File: src/rtl/axi_util_fifo_ft_flow_if.sv
// Handshake bundle for axi_util_fifo_ft_flow: write side (valid/ready/data)
// and read side (valid/ready/data). slave = FIFO, master = producer/consumer.
interface axi_util_fifo_ft_flow_if #(
    parameter int WIDTH = 32
);
    logic             wr_valid;
    logic             wr_ready;
    logic [WIDTH-1:0] wr_data;
    logic             rd_valid;
    logic             rd_ready;
    logic [WIDTH-1:0] rd_data;

    modport slave (
        input  wr_valid,
        input  wr_data,
        output wr_ready,
        output rd_valid,
        input  rd_ready,
        output rd_data
    );

    modport master (
        output wr_valid,
        output wr_data,
        input  wr_ready,
        input  rd_valid,
        output rd_ready,
        input  rd_data
    );
endinterface

File: src/rtl/axi_util_fifo_ft_flow.sv
// First-word-fall-through FIFO with registered head, occupancy count,
// almost-full/almost-empty flags and synchronous flush; any depth LEN >= 1.
// Ports: clk, arstn (sync active-low), flush, io (slave: wr_valid/wr_ready/
// wr_data, rd_valid/rd_ready/rd_data), count, almost_full, almost_empty.
// Option AXI_UTIL_FIFO_STATS_EN adds max_count (peak occupancy since clear).
module axi_util_fifo_ft_flow #(
    parameter int LEN        = 4,
    parameter int WIDTH      = 32,
    parameter int AFULL_THR  = LEN - 1,
    parameter int AEMPTY_THR = 1,
    localparam int CW        = $clog2(LEN + 1)
) (
    input  logic                       clk,
    input  logic                       arstn,
    input  logic                       flush,
    axi_util_fifo_ft_flow_if.slave     io,
    output logic [CW-1:0]              count,
    output logic                       almost_full,
    output logic                       almost_empty
`ifdef AXI_UTIL_FIFO_STATS_EN
    ,
    output logic [CW-1:0]              max_count
`endif
);

    localparam int IW = (LEN > 1) ? $clog2(LEN) : 1;
    localparam logic [IW-1:0] LAST = IW'(LEN - 1);
    localparam logic [CW-1:0] AF_C = CW'(AFULL_THR);
    localparam logic [CW-1:0] AE_C = CW'(AEMPTY_THR);

    logic [WIDTH-1:0] mem_q [LEN];

    logic [IW-1:0]    wr_idx_q, wr_idx_d;
    logic [IW-1:0]    rd_idx_q, rd_idx_d;
    logic             wr_wrap_q, wr_wrap_d;
    logic             rd_wrap_q, rd_wrap_d;
    logic [CW-1:0]    count_q, count_d;
    logic [WIDTH-1:0] rd_data_q, rd_data_d;

    logic             full, empty, push, pop;
    logic [IW-1:0]    wr_nxt, rd_nxt;

    always_comb begin
        empty = (wr_idx_q == rd_idx_q) && (wr_wrap_q == rd_wrap_q);
        full  = (wr_idx_q == rd_idx_q) && (wr_wrap_q != rd_wrap_q);
        // Explicit wrap keeps non-power-of-2 depths inside the array.
        wr_nxt = (wr_idx_q == LAST) ? '0 : wr_idx_q + 1'b1;
        rd_nxt = (rd_idx_q == LAST) ? '0 : rd_idx_q + 1'b1;
    end

    assign io.wr_ready = !full && arstn;
    assign io.rd_valid = !empty;
    assign io.rd_data  = rd_data_q;

    assign push = io.wr_valid && io.wr_ready;
    assign pop  = io.rd_valid && io.rd_ready;

    always_comb begin
        wr_idx_d  = wr_idx_q;
        rd_idx_d  = rd_idx_q;
        wr_wrap_d = wr_wrap_q;
        rd_wrap_d = rd_wrap_q;
        count_d   = count_q;
        rd_data_d = rd_data_q;
        if (flush) begin
            wr_idx_d  = '0;
            rd_idx_d  = '0;
            wr_wrap_d = 1'b0;
            rd_wrap_d = 1'b0;
            count_d   = '0;
        end else begin
            if (push) begin
                wr_idx_d = wr_nxt;
                if (wr_idx_q == LAST) wr_wrap_d = !wr_wrap_q;
            end
            if (pop) begin
                rd_idx_d = rd_nxt;
                if (rd_idx_q == LAST) rd_wrap_d = !rd_wrap_q;
            end
            unique case ({push, pop})
                2'b10:   count_d = count_q + 1'b1;
                2'b01:   count_d = count_q - 1'b1;
                default: count_d = count_q;
            endcase
            // Head register: bypass the incoming word when it becomes the
            // head; otherwise prefetch the next stored entry on a pop.
            if (push && (empty || (pop && count_q == CW'(1)))) begin
                rd_data_d = io.wr_data;
            end else if (pop && count_q > CW'(1)) begin
                rd_data_d = mem_q[rd_nxt];
            end
        end
    end

    always_ff @(posedge clk) begin
        if (!arstn) begin
            wr_idx_q  <= '0;
            rd_idx_q  <= '0;
            wr_wrap_q <= 1'b0;
            rd_wrap_q <= 1'b0;
            count_q   <= '0;
            rd_data_q <= '0;
        end else begin
            wr_idx_q  <= wr_idx_d;
            rd_idx_q  <= rd_idx_d;
            wr_wrap_q <= wr_wrap_d;
            rd_wrap_q <= rd_wrap_d;
            count_q   <= count_d;
            rd_data_q <= rd_data_d;
        end
    end

    // Storage is never cleared; only pointers define validity.
    always_ff @(posedge clk) begin
        if (push && !flush) mem_q[wr_idx_q] <= io.wr_data;
    end

    assign count        = count_q;
    assign almost_full  = count_q >= AF_C;
    assign almost_empty = count_q <= AE_C;

`ifdef AXI_UTIL_FIFO_STATS_EN
    logic [CW-1:0] max_count_q, max_count_d;

    always_comb begin
        max_count_d = max_count_q;
        if (flush) begin
            max_count_d = '0;
        end else if (count_d > max_count_q) begin
            max_count_d = count_d;
        end
    end

    always_ff @(posedge clk) begin
        if (!arstn) max_count_q <= '0;
        else        max_count_q <= max_count_d;
    end

    assign max_count = max_count_q;
`endif

endmodule

File: src/flat_wrapper.sv
// flat-port wrapper written by rule: the top's interface ports become plain ports
module axi_util_fifo_ft_flow_flat 
#(
    parameter int LEN        = 4,
    parameter int WIDTH      = 32,
    parameter int AFULL_THR  = LEN - 1,
    parameter int AEMPTY_THR = 1,
    localparam int CW        = $clog2(LEN + 1)
)
  (clk, arstn, flush, count, almost_full, almost_empty, io_wr_valid, io_wr_data, io_wr_ready, io_rd_valid, io_rd_ready, io_rd_data);
  axi_util_fifo_ft_flow_if #(.WIDTH(WIDTH)) io_i ();
  input  logic clk;
  input  logic arstn;
  input  logic flush;
  output logic [CW-1:0] count;
  output logic almost_full;
  output logic almost_empty;
  input wire logic [$bits(io_i.wr_valid)-1:0] io_wr_valid;
  input wire logic [$bits(io_i.wr_data)-1:0] io_wr_data;
  output wire logic [$bits(io_i.wr_ready)-1:0] io_wr_ready;
  output wire logic [$bits(io_i.rd_valid)-1:0] io_rd_valid;
  input wire logic [$bits(io_i.rd_ready)-1:0] io_rd_ready;
  output wire logic [$bits(io_i.rd_data)-1:0] io_rd_data;
  assign io_i.wr_valid = io_wr_valid;
  assign io_i.wr_data = io_wr_data;
  assign io_wr_ready = io_i.wr_ready;
  assign io_rd_valid = io_i.rd_valid;
  assign io_i.rd_ready = io_rd_ready;
  assign io_rd_data = io_i.rd_data;
  axi_util_fifo_ft_flow #(.LEN(LEN), .WIDTH(WIDTH), .AFULL_THR(AFULL_THR), .AEMPTY_THR(AEMPTY_THR)) u_core (.clk(clk), .arstn(arstn), .flush(flush), .io(io_i), .count(count), .almost_full(almost_full), .almost_empty(almost_empty));
endmodule
File: config.mk
export PLATFORM = sky130hd
export DESIGN_NAME = axi_util_fifo_ft_flow_flat
export DESIGN_NICKNAME = d
export VERILOG_FILES = /design/src/rtl/axi_util_fifo_ft_flow_if.sv /design/src/rtl/axi_util_fifo_ft_flow.sv /design/src/flat_wrapper.sv
export SDC_FILE = /design/constraint.sdc
export NUM_CORES = 1
export LEC_CHECK = 0
export CORE_MARGIN = 2
export CORE_UTILIZATION = 50
export DETAILED_ROUTE_END_ITERATION = 8
export PLACE_DENSITY = 0.75
export SYNTH_ARGS = -nofsm -noshare
export SYNTH_HDL_FRONTEND = slang
export SYNTH_SLANG_ARGS = --single-unit
File: constraint.sdc
create_clock -name clk -period 2.5 [get_ports clk]
set_input_delay 0.5 -clock clk [delete_from_list [all_inputs] [get_ports clk]]
set_output_delay 0.5 -clock clk [all_outputs]
set_load 0.005 [all_outputs]
==> results.sh <==
export IMPL_fin_skew_ps=10.1
export IMPL_cts_max_path_buffers=2
export IMPL_grt_overflow=0
export IMPL_leakagePower_nw=2.93
export IMPL_cp_arrival_ps=1930
export IMPL_cp_required_ps=2000
export IMPL_synthSimpleGateAreaFrac_pct=2.16
export IMPL_root_buffer="clkbuf_16"
export IMPL_antennaDiodeCount=0
export IMPL_cts_tree="done"
export IMPL_stdcell_count=677
export IMPL_area_growth_syn_to_layout_pct=26.5
export IMPL_grt_first_pass_wirelength_mm=22.5
export IMPL_worst_setup_path_start_kind="register"
export IMPL_p_per_area_mw_per_mm2=714
export IMPL_syn_area_per_cell_um2=17.3
export IMPL_die_h_um=121
export IMPL_drive_gt1_share_pct=21.8
export IMPL_slowest_stage="clkdlybuf4s50_1"
export IMPL_grt_max_degree=34
export IMPL_critical_path_top_delay_family="buffers and inverters"
export IMPL_hold_viol_final=0
export IMPL_cts_clk_slew_worst_paths_ps=60
export IMPL_grt_pass1_vias=3993
export IMPL_crit_buf_inv=2
export IMPL_grt_usage_pct=21.0
export IMPL_crit_chain="xnor2_2 -> and3_4 -> inv_2 -> clkdlybuf4s50_1"
export IMPL_min_path_type="register to register"
export IMPL_gp_congestion=0.792
export IMPL_htreeDepth=4
export IMPL_start_util_pct=51.3
export IMPL_nets=536
export IMPL_post_synth_fa_ha_maj_area_fraction_pct=1.83
export IMPL_ys_ff_latch=169
export IMPL_die_width_um=121
export IMPL_hpwl_mm=8.68
export IMPL_synthesis_nets=442
export IMPL_stdcell_area_mm2=0.00863
export IMPL_max_slew_margin_rel_pct=77.3
export IMPL_first_iter_violations=255
export IMPL_status="completed"
export IMPL_cts_sinks=169
export IMPL_rsz0062_at_grt="false"
export IMPL_worstSetupEndpointType="output port"
export IMPL_tightest_slew_ps=340
export IMPL_hold_slack_ps=534
export IMPL_drtPass1Iterations=4
export IMPL_grt_antenna_before_repair=0
export IMPL_period_needed_ps=2430
export IMPL_wl_mm=14.1
export IMPL_finalSetupViolations=0
export IMPL_synth_cell_area_mm2=0.00682
export IMPL_synth_xor_area_share_pct=1.03
export IMPL_dieArea_mm2=0.0146
export IMPL_fin_crit_sh_pct=97.1
export IMPL_synth_distinct_cells=36
export IMPL_cp_max_fo=5
export IMPL_syn_inst=395
export IMPL_finalSetupTns_ps=0
export IMPL_placed_cell_area_mm2=0.00801
export IMPL_io_buffers=75
export IMPL_drv_slew=0
export IMPL_post_route_drc_count=0
export IMPL_cts_setup_buffers=0
export IMPL_place_inst=646
export IMPL_yosysWarningCount=0
export IMPL_crit_type="register to output port"
export IMPL_routed_via_density=5.71
export IMPL_synth_top_family_by_area="multiplexers"
export IMPL_fmax_mhz=412
export IMPL_muxShareOfSynthArea_pct=15.6
export IMPL_io_pins=76
export IMPL_insertion_delay_ps=430
export IMPL_synth_compound_area_share_pct=8.23
export IMPL_core_area_mm2=0.0133
export IMPL_routedWlPerCell_um=20.8
export IMPL_slowest_delay_ps=450
export IMPL_maxCapViolations=0
export IMPL_cts_made_buffers=17
export IMPL_num_vias=3866
export IMPL_max_vdd_ir_drop_mv=0.624
export IMPL_ys_seq_area_share_pct=68.4
export IMPL_rows=42
export IMPL_ant_nets=0
[cell usage after synthesis]
cell / n / area share, %
mux2i_1: 34 / 5.0
xnor2_1: 3 / 0.39
nand2_1: 5 / 0.28
ha_1: 10 / 1.8
buf_4: 3 / 0.33
inv_1: 8 / 0.44
nor3_1: 1 / 0.073
nor4_2: 1 / 0.18
buf_6: 1 / 0.17
o31ai_1: 32 / 3.5
dfxtp_1: 41 / 12
a21oi_1: 26 / 1.9
o21a_1: 1 / 0.11
a211o_2: 1 / 0.15
edfxtp_1: 128 / 56
o22ai_1: 1 / 0.092
a21oi_4: 1 / 0.24
a211oi_4: 1 / 0.29
and3_4: 1 / 0.17
nand2b_1: 2 / 0.18
o21ai_0: 2 / 0.15
buf_8: 3 / 0.66
clkbuf_8: 1 / 0.20
nor2_1: 15 / 0.83
a31oi_1: 3 / 0.28
and2_1: 4 / 0.37
inv_2: 1 / 0.055
xor2_1: 5 / 0.64
nor2b_1: 1 / 0.092
buf_2: 5 / 0.37
o21ba_4: 1 / 0.24
a21oi_2: 9 / 1.2
clkbuf_1: 10 / 0.55
buf_1: 1 / 0.055
a211oi_1: 1 / 0.11
mux4_2: 32 / 11
[final cells by class]
type                    count  area [µm²]
clock buffers              21         460
clock inverters            10         144
fillers                   915        4660
inverters                   9        33.8
multi-input cells         193        2000
flip-flops and latches    169        4660
well taps                 176         220
repair buffers             99        1110
[final timing paths]
kind	end	from	slack, ps	cells past startpoint
max	io_rd_valid	u_core.wr_idx_q[1]	70	4
min	u_core.io.rd_data[4]	u_core.io.rd_data[4]	530	2
max reg2reg	u_core.io.rd_data[5]	u_core.rd_idx_q[0]	420	5
min reg2reg	u_core.io.rd_data[4]	u_core.io.rd_data[4]	530	2
[placed cells by master (no fill, tap or decap), types with 6 or more instances in the layout]
cell	n
inv_1	8
mux2i_1	34
clkinvlp_4	6
mux4_2	32
nor2_1	14
dfxtp_1	41
ha_1	9
edfxtp_1	128
clkdlybuf4s50_1	75
a21oi_2	9
o31ai_1	32
a21oi_1	26
buf_4	10
buf_12	14
clkbuf_16	17
[per-layer routing]
metal	part of all wire [%]	track usage, %	vias up
met1	45	29.2	1955
met5	0	0	-
met4	1.6	7.70	0
met2	49	32.9	135
li1	-	-	1755
met3	5.1	4.62	21
[logic make-up (layout without fill, tap and decap cells)]
logic type / Yosys count / in the layout
xor+xnor: 8 / 8
mux: 66 / 66
simple gates: 30 / 30
compound gates: 79 / 79
flops: 169 / 169
fa+ha+maj: 10 / 10
buf+inv: 33 / 139
[stage by stage]
step | power (W) | setup slack (ps) | util, %
floorplan | 0.00333 | 276 | -
global placement | 0.00354 | 136 | 60.3
detailed placement | 0.00355 | 119 | 60.3
CTS | 0.00620 | 78.6 | 64.9
global route | 0.00636 | 7.97 | 64.9
finish | 0.00617 | 73.3 | 64.9
[worst reg2reg max path, delay by kind of cell, from the launching register on]
kind | cells | cell delay, ps
AO/OA/AOI/OAI | 1 | 90
adder cells (fa/ha/maj) | 1 | 420
buffers and inverters | 1 | 300
flip-flops | 1 | 380
multiplexers | 2 | 790
[registers in the layout, summed over array words and instances, names as in the netlist]
register           count
u_core.wr_wrap_q       1
u_core.mem_q         128
u_core.io.rd_data     32
u_core.rd_idx_q        2
u_core.rd_wrap_q       1
u_core.wr_idx_q        2
u_core.count           3
[report_power, final]
part	leakage [nW]	internal, W	switching, W
clock network	0.274	0.00162	0.00105
registers	1.49	0.00307	0.0000249
logic	1.16	0.000213	0.000187
total	2.93	0.00490	0.00127
[timing repair]
item | in CTS | in global routing
resized for setup | 2 | 0
setup endpoints to repair | 1 | 0
hold buffers | 0 | 0
No activity file was read; power rests on OpenSTA's default activity.
==> patch (same flow settings) <==
`LEN` is set to 4 in 2 places; all go to 8.
--- a/src/rtl/axi_util_fifo_ft_flow.sv
+++ b/src/rtl/axi_util_fifo_ft_flow.sv
@@ -6,3 +6,3 @@
 module axi_util_fifo_ft_flow #(
-    parameter int LEN        = 4,
+    parameter int LEN        = 8,
     parameter int WIDTH      = 32,
--- a/src/flat_wrapper.sv
+++ b/src/flat_wrapper.sv
@@ -3,3 +3,3 @@
 #(
-    parameter int LEN        = 4,
+    parameter int LEN        = 8,
     parameter int WIDTH      = 32,
Interface: changed (resized count); port bits go from 76 to 77. The function was not compared with the original's and may differ.
==> patch against the unedited design <==
- sequential share of layout area up 4.6 points
- utilization down 2.5 points
- design area up 70%
- total power up 66%
- cell count up 67%
- setup slack worse by 0.021 ns
- area after synthesis up 75%
- wire length up 88%
- sequential cell count up 131
- non-clock buffer count up 40
- register-to-register slack worse by 0.30 ns
- critical path depth up 2
- largest cell class unchanged
- highest routed layer is now met5
==> patch: results (changes against the unedited design) <==
- Clock Power Share: 41.6% (was 43.4%)
- Total GRT Usage: 21.8% (was 21.0%)
- Critical R2R Capture: u_core.io.rd_data[30]$_SDFFE_PN0P_ (was u_core.io.rd_data[5]$_SDFFE_PN0P_)
- Post-route insts no fill: 1,128 (was 677)
- Clkbuf count: 35 (was 21)
- 1st-iter DRT viols: 713 (was 255)
- Multi-input combinational area share: 22.1% (was 23.2%)
- Outcome: finished, final reports clean (unchanged)
- GP Congestion: 0.833 (was 0.792)
- Logic inverters: 6 (was 9)
- Sequential Power Share: 53.7% (was 50.1%)
- First-pass GRT wire length: 40,500 um (was 22,500 um)
- CP max stage delay: 0.40 ns (was 0.45 ns)
- ClkCell Share: 6.41% (was 7.00%)
- Filler Cells Inserted: 1,625 (was 915)
- Wirelength, routed: 26,500 um (was 14,100 um)
- Clock latency on the worst-skew pair: 0.55 ns (was 0.43 ns)
- Post-synthesis sequential area ratio: 71.8% (was 68.4%)
- Total CTS buffers: 29 (was 17)
- Non-clk buf share: 9.96% (was 12.8%)
- Setup crit start: u_core.rd_idx_q[1]$_SDFFE_PP0N_ (was u_core.wr_idx_q[1]$_SDFFE_PP0P_)
- Synth Net Count: 701 (was 442)
- Largest net degree at the start of global routing: 44 (was 34)
- CP max-delay cell: dfxtp_2 (was clkdlybuf4s50_1)
- Skew final: 0.0143 ns (was 0.0101 ns)
- Crit path arrival time: 1.95 ns (was 1.93 ns)
- Slew HR: 50.1% (was 77.3%)
- Top cells by area, synth: edfxtp_1, mux4_2, dfxtp_1, mux2_2, nand2_1 (was edfxtp_1, dfxtp_1, mux4_2, mux2i_1, o31ai_1)
- Hold path startpoint: u_core.rd_idx_q[2]$_SDFFE_PP0N_ (was u_core.io.rd_data[4]$_SDFFE_PN0P_)
- Worst reg2reg setup slack: 0.12 ns (was 0.42 ns)
- WHS Endpoint: u_core.rd_idx_q[2]$_SDFFE_PP0N_ (was u_core.io.rd_data[4]$_SDFFE_PN0P_)
- Worst VDD drop: 0.569 mV (was 0.624 mV)
- Placed instance area: 13,600 um2 (was 8010 um2)
- Reg2reg path depth: 9 (was 5)
- Multi-input gate count: 311 (was 193)
- HPWL Detailed: 16,200 um (was 8680 um)
- Fraction of area in registers: 58.6% (was 54.0%)
- CTS sink count: 300 (was 169)
- Crit Path Max Fanout: 3 (was 5)
- Yosys cell types: 42 (was 36)
- Area Overhead vs Synth: 22.8% (was 26.5%)
- Leakage power: 4.88 nW (was 2.93 nW)
- Drt first pass iters: 6 (was 4)
patch: cell types whose count changed in the layout (fill, tap and decap cells not counted), moves of 6 or more:
cell	change
a21oi_2	-9
a31oi_1	+20
clkbuf_16	+12
mux2i_1	-32
mux4_2	+32
a21oi_1	-19
clkinv_2	+7
a31oi_2	+10
nand2_1	+69
dfxtp_2	+6
nor2_2	+6
mux2_2	+32
edfxtp_1	+128
buf_4	+35
patch: cells by family after synthesis:
family,synth area share [%]
flip-flops,71.8
AND/OR/NAND/NOR,4.19
multiplexers,15.3
AO/OA/AOI/OAI,5.21
buffers and inverters,1.91
XOR/XNOR,0.734
adder cells (fa/ha/maj),0.839
patch: per-stage QoR:
step / power (mW) / hold WS, ns / setup slack, ns / utilization (%)
floorplan: 5.79 / 0.466 / -0.336 / -
global placement: 6.05 / 0.490 / -0.114 / 57.8
detailed placement: 6.08 / 0.505 / -0.136 / 57.8
CTS: 10.3 / 0.506 / 0.00361 / 62.3
global route: 10.5 / 0.522 / -0.0288 / 62.4
finish: 10.2 / 0.510 / 0.0522 / 62.4
patch: repair_timing:
| item | CTS | global route |
|---|---|---|
| pin swaps | 6 | 3 |
| setup buffers | 9 | 2 |
| setup endpoints to repair | 3 | 2 |
| gates resized for setup | 17 | 3 |
patch: critical path, delay by kind of cell (launching register included):
kind	cells	cell delay (ns)
and+or+nand+nor	3	0.46
DFF	1	0.40
buffers and inverters	2	0.40
xor gates and xnor gates	1	0.14
patch: per-layer routing:
layer	GRT usage [%]	routed length (um)	share of wire, %
met4	6.95	539	2.0
met2	35.3	13000	49
met1	30.3	10700	41
met3	4.14	2180	8.2
met5	0	13	0.049
